### src/rtl/fixed_point_multiplier.sv
// Sequential UQ6.4 x UQ6.4 multiplier using shift-add, one multiplier bit per cycle.
// Optional build macro FIXED_POINT_MULTIPLIER_SATURATE_EN clamps p to 10'h3FF on overflow.
module fixed_point_multiplier (
  input  logic       clk,
  input  logic       rst,
  input  logic       start,
  input  logic [9:0] A,
  input  logic [9:0] B,
  output logic       busy,
  output logic       done,
  output logic [9:0] p,
  output logic       ov
);

  typedef enum logic [1:0] {
    IDLE = 2'd0,
    CALC = 2'd1,
    DONE = 2'd2
  } state_t;

  localparam logic [3:0] LAST_ITER = 4'd9;

  state_t      state, state_nxt;
  logic [19:0] mcand;    // multiplicand, shifted left once per iteration
  logic [9:0]  mplier;   // multiplier, shifted right so bit 0 is the current bit
  logic [19:0] acc;
  logic [3:0]  cnt;

  logic [19:0] acc_add;
  logic        ov_nxt;
  logic [9:0]  p_nxt;

  // NOTE: every variable driven in always_comb gets a default first, so no latch is inferred.
  always_comb begin
    state_nxt = state;
    case (state)
      IDLE:    if (start) state_nxt = CALC;
      CALC:    if (cnt == LAST_ITER) state_nxt = DONE;
      DONE:    state_nxt = IDLE;
      default: state_nxt = IDLE;
    endcase
  end

  // The final iteration's sum feeds the result registers on the same edge that enters DONE.
  assign acc_add = acc + (mplier[0] ? mcand : 20'd0);
  assign ov_nxt  = |acc_add[19:14];

`ifdef FIXED_POINT_MULTIPLIER_SATURATE_EN
  assign p_nxt = ov_nxt ? 10'h3FF : acc_add[13:4];
`else
  assign p_nxt = acc_add[13:4];
`endif

  // NOTE: sequential state uses non-blocking assignments so all registers update together.
  always_ff @(posedge clk) begin
    if (rst) state <= IDLE;
    else     state <= state_nxt;
  end

  // NOTE: the operand and accumulator registers are small flops, not memories, so they are reset too.
  always_ff @(posedge clk) begin
    if (rst) begin
      mcand  <= '0;
      mplier <= '0;
      acc    <= '0;
      cnt    <= '0;
      p      <= '0;
      ov     <= 1'b0;
    end else begin
      case (state)
        IDLE: begin
          if (start) begin
            mcand  <= {10'd0, A};
            mplier <= B;
            acc    <= '0;
            cnt    <= '0;
          end
        end
        CALC: begin
          acc    <= acc_add;
          mcand  <= mcand << 1;
          mplier <= mplier >> 1;
          if (cnt == LAST_ITER) begin
            cnt <= '0;
            p   <= p_nxt;
            ov  <= ov_nxt;
          end else begin
            cnt <= cnt + 4'd1;
          end
        end
        default: ;
      endcase
    end
  end

  assign busy = (state != IDLE);
  assign done = (state == DONE);

endmodule

### config.mk
export PLATFORM = sky130hd
export DESIGN_NAME = fixed_point_multiplier
export DESIGN_NICKNAME = d
export VERILOG_FILES = /design/src/rtl/fixed_point_multiplier.sv
export SDC_FILE = /design/constraint.sdc
export NUM_CORES = 1
export LEC_CHECK = 0
export CAP_MARGIN = 5
export CORE_MARGIN = 4
export CORE_UTILIZATION = 64
export CTS_CLUSTER_DIAMETER = 200
export CTS_CLUSTER_SIZE = 30
export DETAILED_ROUTE_END_ITERATION = 10
export DONT_BUFFER_PORTS = 1
export PLACE_DENSITY = 0.79
export SKIP_LAST_GASP = 1
export SLEW_MARGIN = 20
export SYNTH_ARGS = -nofsm -noshare
export SYNTH_HDL_FRONTEND = slang
export SYNTH_SLANG_ARGS = --single-unit
### constraint.sdc
create_clock -name clk -period 3.31 [get_ports clk]
set_input_delay 0.331 -clock clk [delete_from_list [all_inputs] [get_ports clk]]
set_output_delay 0.331 -clock clk [all_outputs]
set_load 0.02 [all_outputs]
# Yosys cells after proc, flatten, opt, wreduce, memory -nomap -nowiden
# Cells that the tools add are included.
# W data, S select, Z words.
[classes]
addsub = 2
eq_ne = 5
muxes = 13
n_reduce_logical = 7
[ops]
columns = ["operator", "count"]
rows = [
  ["$pmux W20 S2", 2],
  ["$mux W20", 3],
  ["$add A20 B20 Y20", 1],
  ["$pmux W10 S2", 1],
  ["$mux W10", 1],
  ["$mux W4", 2],
  ["$pmux W4 S2", 1],
  ["$reduce_and A2 Y1", 3],
  ["$reduce_or A6 Y1", 1],
  ["$add A4 B1 Y4 const B", 1],
  ["$eq A4 B4 Y1 const B", 1],
  ["$mux W2", 2],
  ["$ne A2 B2 Y1 const B", 2],
  ["$pmux W2 S2", 1],
  ["$reduce_bool A2 Y1", 2],
  ["$eq A2 B1 Y1 const B", 1],
  ["$eq A2 B2 Y1 const B", 1],
  ["$logic_not A2 Y1", 1],
]
[word_totals]
regBits = 67
in_bits = 23
output_inout_bits = 13
elab_cells = 34

# Logic depth before layout (Yosys ltp)
# Gate-level depths: netlist (run 1).
[logic_depth]
depth_word = 3
mapped_depth = 11
mapped_depth_nobuf = 10

# Worst setup path before layout (run 1)
# Ideal clock, no wire load.
[synth_timing]
kind = "register to register"
from = "register mplier[0]"
to = "register ov"
arrival_ns = 2.532
setup_slack_ns = 0.653
stages_incl_launch_ff = 12
path_buffers = 1
path_cell_list = "dfxtp_1 -> clkbuf_1 -> and2_1 -> ha_1 -> fa_1 -> a21oi_1 -> o2111ai_1 -> nand4b_1 -> a21boi_1 -> or3_4 -> a2111oi_4 -> a21oi_2"
[synth_via]
elab_chain_len = 3
[synth_lines]
columns = ["item", "line_no", "source"]
rows = [
  ["start, declared", "25", "logic [9:0] mplier;"],
  ["start signal, assigned", "82", "mplier <= mplier >> 1;"],
  ["$mux W20", "45", "assign acc_add = acc + (mplier[0] ? mcand : 20'd0);"],
  ["$add A20 B20 Y20", "45", ""],
  ["$reduce_or A6 Y1", "46", "assign ov_nxt = |acc_add[19:14];"],
  ["end signal, assigned", "86", "ov <= ov_nxt;"],
  ["end, declared", "12", "output logic ov"],
]
# Every way passes these cells.
# A chain may end at the register's enable or synchronous reset.

# Worst setup path after layout (run 1)
# Same ends and word-level chain as after synthesis.

==> metrics.txt, run 1 <==
status=complete, no violations; Hold Path Depth=1; NumNets Final=approximately 520; ys flop type=dfxtp_1; dominant cell type by area after synthesis=dfxtp_1; max cap viols=0; Cell Pwr Density=around 390 mW/mm²; CP max-delay cell=fa_1; PostCTS Resize Cnt=0; dpl hpwl=6050 µm; CP Class=reg2reg; Tightest Hold Check Type=in2reg; Leakage=1.69 nW; Via density=6.12; RR Startpoint=mplier[0]; die area=0.00744 mm²; num ports=36; largest net degree at the start of global routing=44; Post CTS Setup Buffer Count=0; H-tree depth=3; Critical Path, Cell by Cell=and2_1 -> ha_1 -> fa_1 -> a21oi_1 -> o2111ai_1 -> nand4b_1 -> a21boi_1 -> or3_4 -> a2111oi_4 -> a21oi_2; mapped cell area=0.00392 mm²; min cycle time layout=2.85 ns; chip width=approximately 86 µm; via count=3371; number of flops mapped to enable cells by yosys=0; RSZ-0062 raised after global routing=no; antenna viol nets, final=0; fillcell total=489; reg2reg path depth=10; Util after Layout=69.7%; Worst Setup End Kind=flip-flop; slew margin rel.=37.5%; measured slew at the worst slew-check pin=0.935 ns; Clock transition at path regs=0.07 ns; die height=86.3 µm; gpl congestion=roughly 0.9; YS warnings=0; Seq cells post-synth=67; area share of the largest cell type after synthesis=34.2%; WL/cell=approximately 16 µm; Yosys cell types=61; setup TNS=0 ns; first-pass GRT wire length=14900 µm; std cell rows=28; critical path data required time=3.53 ns; drt initial violations=137; final hold slack=approximately 0.058 ns; clock network latency to the later pin of the worst-skew pair=0.34 ns; hold_buf cts=0; Worst Setup Start Kind=flip-flop; share of cells above drive strength 1=a little under a tenth; Num CTS Buffers=9; register area share after synthesis=about a third; I/O Buffers=0; DR pass1 iterations=4; top cells by area, synth=dfxtp_1, nor2_1, ha_1; Peak supply drop=0.333 mV; area of the multi-input gates=roughly 0.0024 mm²; Layout area overhead=5.27%; WHS Endpoint=cnt[2]; CTS sink count=67; final hold violation count=0; Setup Viol. Count Final=0; r2r setup slk=0.46 ns; Initial Utilization=about 66%; critical path peak fanout=10; initial antenna violation count=0; maximum clock rate=0.351 GHz; Crit Reg-Reg Endpoint=ov; Core Area=a little under 0.006 mm²; Avg Synthesized Cell Area=8.12 µm²; Critical Path Max Stage Delay=0.42 ns; max-slew violations=0; CTS tree=built; commonest non-fill, non-tap cell in the layout=nor2_1; ANT cells=0; Tot GR Track Use=24.8%; final period utilization=a little under nine tenths; hold path startpoint=rst; Final Skew=0.00798 ns; grt total ovfl=0; FF+latch area=0.00134 mm²; most frequent cells in the layout=nor2_1, dfxtp_1, a21oi_1, nand2_1, a22o_1; vias in the first global route=3145; CP arrival=3.07 ns; Synth async-reset ratio=0%; synthesized net count=528; routed wire length=8780 µm; Clock Tree Buf Depth=2; Remaining DRCs=0; Mapped Cells=483; clock tree root buffer cell=clkbuf_8
[state kept, by name, summed over array words and instances, names as in the netlist]
name / cells
cnt: 4
mcand: 20
ov: 1
p: 10
mplier: 10
acc: 20
state: 2
[synth_stat cells (3+ instances only)]
master and instances:
clkbuf_1 24, nand4b_1 3, a211oi_1 6, nand4_1 4, nand2b_1 5, and2_1 23, a2111oi_0 5, o221a_2 5
xnor2_1 7, a21oi_1 46, xor2_1 4, buf_1 3, and3_1 4, nand3b_1 3, inv_1 11, o21ai_1 4
dfxtp_1 67, a22o_1 27, nor3b_1 3, nor3_1 15, o21ai_0 12, nor2_1 74, ha_1 21, o21a_1 3
nand2_1 29, or2_2 3, nor2b_1 21, nand3_1 8, a21o_1 4
[worst max-delay path: cells and delay by family, from the launching register on]
kind	cells	cell delay, ns
AND/OR/NAND/NOR	3	0.67
AO/OA/AOI/OAI	5	1.05
flip-flops	1	0.37
adder cells (fa/ha/maj)	2	0.63
[worst max-delay path by stage]
stage | from | to | depth (start not counted)
finish | mplier[0] | ov | 10
global route | mplier[0] | ov | 10
floorplan | mplier[0] | ov | 11
detailed placement | mplier[0] | ov | 10
CTS | mplier[0] | ov | 10
global placement | mplier[0] | ov | 10
[layer usage]
layer  global-route usage [%]  routed length [µm]  part of all wire [%]
met5                        0                   0                     0
met4                     6.52                  94                   1.1
met3                     6.94                 525                   6.0
met2                     40.5                4060                    46
met1                     32.3                4100                    47
[power by group]
part           internal, W  leakage, nW  switching, W
Sequential        0.000834        0.545     0.0000224
Combinational    0.0000630         1.06     0.0000898
Clock             0.000310       0.0884      0.000308
[layout make-up]
cell class / count / area share, %
Multi-Input combinational cell: 376 / 58.8
Sequential cell: 67 / 32.5
Clock buffer: 12 / 3.76
Tap cell: 75 / 2.27
Timing Repair Buffer: 6 / 1.09
Inverter: 11 / 1.00
Clock inverter: 4 / 0.606
[per-stage QoR]
| step | instance area (µm²) | setup slack [ns] | total power, W | cells |
|---|---|---|---|---|
| final | 4130 | 0.462 | 0.00163 | 551 |
| after CTS | 4130 | 0.481 | 0.00164 | 551 |
| after global routing | 4130 | 0.234 | 0.00170 | 551 |
| after floorplan | 3920 | 0.653 | 0.00100 | 483 |
| after detailed placement | 3950 | 0.522 | 0.00103 | 535 |
| after global placement | 3950 | 0.589 | 0.00102 | 535 |
[cell families after synthesis]
group                      share of synthesized area [%]
adders and majority gates                           7.21
xor gates and xnor gates                            2.46
and+or+nand+nor                                     26.4
buffers and inverters                               4.05
muxes                                              0.543
AOI/OAI and AO/OA                                   25.1
DFF                                                 34.2
Note: power is estimated with default switching activity, not from simulation.
==> run 2: changes to the inputs <==
--- a/config.mk
+++ b/config.mk
@@ -8,10 +8,12 @@
 export CAP_MARGIN = 5
 export CORE_MARGIN = 4
 export CORE_UTILIZATION = 64
+export CTS_BUF_LIST = sky130_fd_sc_hd__clkbuf_2
 export CTS_CLUSTER_DIAMETER = 200
 export CTS_CLUSTER_SIZE = 30
 export DETAILED_ROUTE_END_ITERATION = 10
 export DONT_BUFFER_PORTS = 1
+export MAX_ROUTING_LAYER = met4
 export PLACE_DENSITY = 0.79
 export SKIP_LAST_GASP = 1
 export SLEW_MARGIN = 20
==> run 2 against run 1 <==
Net effect: clock-buffer cell count unchanged; highest routed layer unchanged; total power decreased by 14%; via count increased by 0.83%; critical path type unchanged; sequential power about the same; non-clock buffer count increased by 3; first-iteration DRC count increased by 28%; clock power decreased by 38%; largest power group unchanged; sequential cell count unchanged; design area decreased by 1.5%.
==> metrics.txt, run 2 (synthesis results as in run 1) <==
met2 GRT Util=between 30% and 40%; Regs by FF count=acc: 20 flops, mcand: 20 flops; r2r setup slk=0.48 ns; critical path peak fanout=10; max-slew violations=0; Setup crit end=ov; setup TNS=0 ns; std cell rows=28; Core Area=between 0.005 and 0.006 mm²; initial antenna violation count=0; routed wire length=~8800 µm; busiest grt layer=met2; largest net degree at the start of global routing=39; dpl ws=0.532 ns; Initial Utilization=66.2%; area of the multi-input gates=0.00242 mm²; CP Class=reg2reg; clock network latency to the later pin of the worst-skew pair=about 0.51 ns; Post CTS Setup Buffer Count=0; CTS tree=built; status=complete, no violations; via count=3399; clock tree root buffer cell=clkbuf_2; vias in the first global route=3133; ANT cells=0; Crit Reg-Reg Endpoint=ov; antenna viol nets, final=0; maximum clock rate=0.353 GHz; gpl congestion=0.903; Critical Path, Cell by Cell=and2_1 -> ha_1 -> fa_1 -> a21oi_1 -> o2111ai_1 -> nand4b_1 -> a21boi_1 -> or3_4 -> a2111oi_4 -> a21oi_2; final hold violation count=0; RSZ-0062 raised after global routing=no; chip width=86.3 µm; reg2reg path depth=10; NumNets Final=roughly 520; hold path startpoint=start; Remaining DRCs=0; min cycle time layout=2.83 ns; Worst Setup Start Kind=flip-flop; grt total ovfl=0; WL/cell=about 16 µm; GR Util met1=32.8%; num ports=36; slew margin rel.=34.7%; CP startpoint=mplier[0]; H-tree depth=3; met3 track utilization from global routing=4.47%; max cap viols=0; drt initial violations=roughly 180; Cell Pwr Density=346 mW/mm²; Num CTS Buffers=9; first-pass GRT wire length=14500 µm; DR pass1 iterations=5; CTS sink count=67; CP arrival=between 3 and 4 ns; RR Startpoint=mplier[0]; fillcell total=around 500; share of cells above drive strength 1=8.98%; final period utilization=85.6%; Leakage=1.68 nW; Peak supply drop=around 0.22 mV; critical path data required time=3.72 ns; Setup Viol. Count Final=0; CP max-delay cell=fa_1; Layout area overhead=3.67%; Via density=6.14; die height=86.3 µm; PnR worst setup slack=0.477 ns; commonest non-fill, non-tap cell in the layout=nor2_1; Finished Cell Area=0.00406 mm²; Clock Tree Buf Depth=2; measured slew at the worst slew-check pin=between 0.9 and 1 ns; Tot GR Track Use=24.9%; Worst Setup End Kind=flip-flop; die area=roughly 0.0074 mm²; I/O Buffers=0; Clock transition at path regs=0.18 ns; most frequent cells in the layout=nor2_1, dfxtp_1, a21oi_1, nand2_1, a22o_1; dpl hpwl=roughly 5900 µm; Final Skew=0.0168 ns; Util after Layout=68.6%; Tightest Hold Check Type=in2reg; placement-stage cell area=approximately 0.0039 mm²; Critical Path Max Stage Delay=0.42 ns; FF+latch area=0.00134 mm²
==> run 2: cell count changes in the layout (fill, tap and decap cells not counted) <==
cell | previous run | this run
buf_12 | 0 | 1
clkbuf_1 | 1 | 0
clkbuf_2 | 0 | 12
clkbuf_8 | 11 | 0
clkinv_1 | 0 | 2
clkinvlp_4 | 2 | 0
dlygate4sd3_1 | 0 | 2
==> run 2: how the worst min path moves through the flow <==
stage | to | cells after the start
after floorplan | acc[3] | 2
after global placement | cnt[0] | 1
after detailed placement | cnt[2] | 1
after CTS | mcand[4] | 3
after global routing | mplier[4] | 3
final | mcand[6] | 3
==> run 2: repair_timing <==
| action | CTS | global route |
|---|---|---|
| hold buffers | 2 | 1 |
| gates resized for setup | 0 | 0 |
| endpoints found under the hold margin | 36 | 1 |
==> run 2: layout make-up <==
class                   instances  area share, %
clock buffers                  12           1.48
repair buffers                  9           2.09
clock inverters                 4          0.431
well taps                      75           2.31
flip-flops and latches         67           33.0
inverters                      11           1.02
multi-input cells             376           59.7
==> run 2: per-stage QoR <==
stage | hold WS, ns | power [W] | cells
after floorplan | 0.432 | 0.00100 | 483
after global placement | 0.408 | 0.00102 | 535
after detailed placement | 0.410 | 0.00103 | 535
after CTS | 0.000391 | 0.00141 | 553
after global routing | 0.00438 | 0.00147 | 554
final | 0.0166 | 0.00141 | 554
==> run 2: worst max-delay path, delay by kind of cell, from the launching register on <==
kind,cells,cell delay [ns]
AO/OA/AOI/OAI,5,1.03
AND/OR/NAND/NOR,3,0.66
flip-flops,1,0.41
adder cells (fa/ha/maj),2,0.63
==> run 2: power breakdown <==
| part | switching, W | leakage [nW] | internal [W] |
|---|---|---|---|
| Combinational | 0.0000993 | 1.08 | 0.0000671 |
| Clock | 0.000281 | 0.0608 | 0.000101 |
| Sequential | 0.0000222 | 0.545 | 0.000836 |
| Total | 0.000402 | 1.68 | 0.00100 |
==> run 2: metal layers <==
layer	wire, µm	share of wire, %
met5	0	0
met4	169	1.9
met3	425	4.8
met2	3960	45
met1	4220	48
==> run 3: changes to the inputs <==
--- a/config.mk
+++ b/config.mk
@@ -7,14 +7,14 @@
 export LEC_CHECK = 0
 export CAP_MARGIN = 5
 export CORE_MARGIN = 4
-export CORE_UTILIZATION = 64
+export CORE_UTILIZATION = 60
 export CTS_BUF_LIST = sky130_fd_sc_hd__clkbuf_2
 export CTS_CLUSTER_DIAMETER = 200
 export CTS_CLUSTER_SIZE = 30
 export DETAILED_ROUTE_END_ITERATION = 10
 export DONT_BUFFER_PORTS = 1
 export MAX_ROUTING_LAYER = met4
-export PLACE_DENSITY = 0.79
+export PLACE_DENSITY = 0.75
 export SKIP_LAST_GASP = 1
 export SLEW_MARGIN = 20
 export SYNTH_ARGS = -nofsm -noshare
==> run 3 against run 2 <==
Net effect: register-to-register slack got worse by 0.03 ns; critical path depth did not move; non-clock buffer count fell by 1; clock-buffer cell count fell by 2; global-route usage rose by 0.52 points; highest routed layer unchanged; die area rose by 6.0%.
==> metrics.txt, run 3 (synthesis results as in run 1) <==
setup TNS=0 ns; Peak supply drop=0.251 mV; critical path data required time=3.76 ns; Final Non-Filler Cells=555; initial antenna violation count=0; grt total ovfl=0; H-tree depth=3; Routed met3 length=421 µm; WL met2=4110 µm; critical path peak fanout=10; Final Skew=0.0112 ns; placement-stage cell area=0.00395 mm²; Cell Pwr Density=386 mW/mm²; Clock transition at path regs=~0.20 ns; Worst Setup End Kind=flip-flop; NumNets Final=518; CP max-delay cell=dfxtp_1; Leakage=1.70 nW; Clock Tree Buf Depth=2; measured slew at the worst slew-check pin=just over 0.9 ns; Initial Utilization=61.7%; routed wire length=about 8900 µm; Finished Cell Area=0.00412 mm²; Sequential Power Share=roughly 54%; first-pass GRT wire length=about 15000 µm; CTS tree=built; Core Area=0.00635 mm²; largest net degree at the start of global routing=40; most frequent cells in the layout=nor2_1, dfxtp_1, a21oi_1, nand2_1, a22o_1; vias in the first global route=3251; DR pass1 iterations=4; I/O Buffers=0; final period utilization=86.4%; internal power=0.00116 W; hold_buf cts=2; max-slew violations=0; Tot GR Track Use=25.4%; Tightest Hold Check Type=in2reg; dpl hpwl=6080 µm; Regs by FF count=acc: 20 flops, mcand: 20 flops; Remaining DRCs=0; die area=around 0.0079 mm²; CP Class=reg2reg; commonest non-fill, non-tap cell in the layout=nor2_1; via count=3341; PostCTS Resize Cnt=0; Max Used Layer=met4; clock network latency to the later pin of the worst-skew pair=0.50 ns; num ports=36; clock tree root buffer cell=clkbuf_2; Critical Path, Cell by Cell=and2_1 -> ha_1 -> fa_1 -> a21oi_1 -> o2111ai_2 -> a21oi_2 -> nor3_1 -> o311ai_1 -> nor3_1 -> a21oi_2; final hold violation count=0; drt initial violations=164; dpl cells=around 540; Post CTS Setup Buffer Count=0; fraction of power consumed by the clock network=35.6%; Num CTS Buffers=9; min cycle time layout=around 2.9 ns; RSZ-0062 raised after global routing=no; switching pwr=roughly 0.00043 W; share of cells above drive strength 1=under 10%; die height=88.8 µm; WL/cell=between 15 and 20 µm; M1 WL=4180 µm; sw frac=27.3%; slew margin rel.=38.3%; Critical Path Max Stage Delay=between 0.4 and 0.5 ns; chip width=88.8 µm; antenna viol nets, final=0; status=complete, no violations; gpl congestion=0.891; Via density=6.02; fillcell total=556; Setup Viol. Count Final=0; Layout area overhead=5.07%; Worst Setup Start Kind=flip-flop; std cell rows=29; Comb power frac=10.4%; max cap viols=0; total power=between 0.0015 and 0.002 W; CP arrival=3.31 ns; CTS sink count=67; ANT cells=0; maximum clock rate=about 0.35 GHz
run 3: area by class of cell:
type                            instances  area, µm²  area share, %
Multi-Input combinational cell        376       2420           58.9
Sequential cell                        67       1340           32.6
Tap cell                               77       96.3           2.34
Clock inverter                          6       90.1           2.19
Timing Repair Buffer                    8       75.1           1.82
Clock buffer                           10       50.0           1.22
Inverter                               11       41.3           1.00
run 3: critical path, delay by kind of cell (launching register included):
kind	cells	cell delay [ns]
DFF	1	0.41
adders and majority gates	2	0.63
AOI/OAI and AO/OA	5	1.38
and+or+nand+nor	3	0.40
run 3: power by group through the flow:
stage | clock (W) | combinational, W | sequential (W)
5_1_grt | 0.000613 | 0.000191 | 0.000863
6_report | 0.000566 | 0.000166 | 0.000858
4_1_cts | 0.000573 | 0.000166 | 0.000858
3_5_place_dp | 0 | 0.000152 | 0.000874
3_3_place_gp | 0 | 0.000149 | 0.000873
2_1_floorplan | 0 | 0.000134 | 0.000867
run 3: metrics by stage:
stage | worst slack (ns) | hold slack [ns] | utilization (%)
floorplan | 0.653 | 0.432 | -
global placement | 0.570 | 0.406 | 62.2
detailed placement | 0.515 | 0.408 | 62.2
CTS | 0.459 | 0.000837 | 64.9
global route | 0.225 | 0.0237 | 64.9
finish | 0.451 | 0.0270 | 64.9
run 3: metal layers:
| metal | up-vias | GRT usage [%] |
|---|---|---|
| met5 | - | - |
| met4 | 0 | 10.7 |
| met3 | 13 | 4.38 |
| met2 | 69 | 39.3 |
| met1 | 1550 | 32.7 |
| li1 | 1709 | - |
run 3: final timing paths:
path	start	endpoint	slack [ns]	cells after the start
hold / removal	start	mcand[2]	0.03	3
setup reg to reg	mplier[0]	ov	0.45	10
hold reg to reg	acc[3]	acc[3]	0.49	2
setup / recovery	mplier[0]	ov	0.45	10
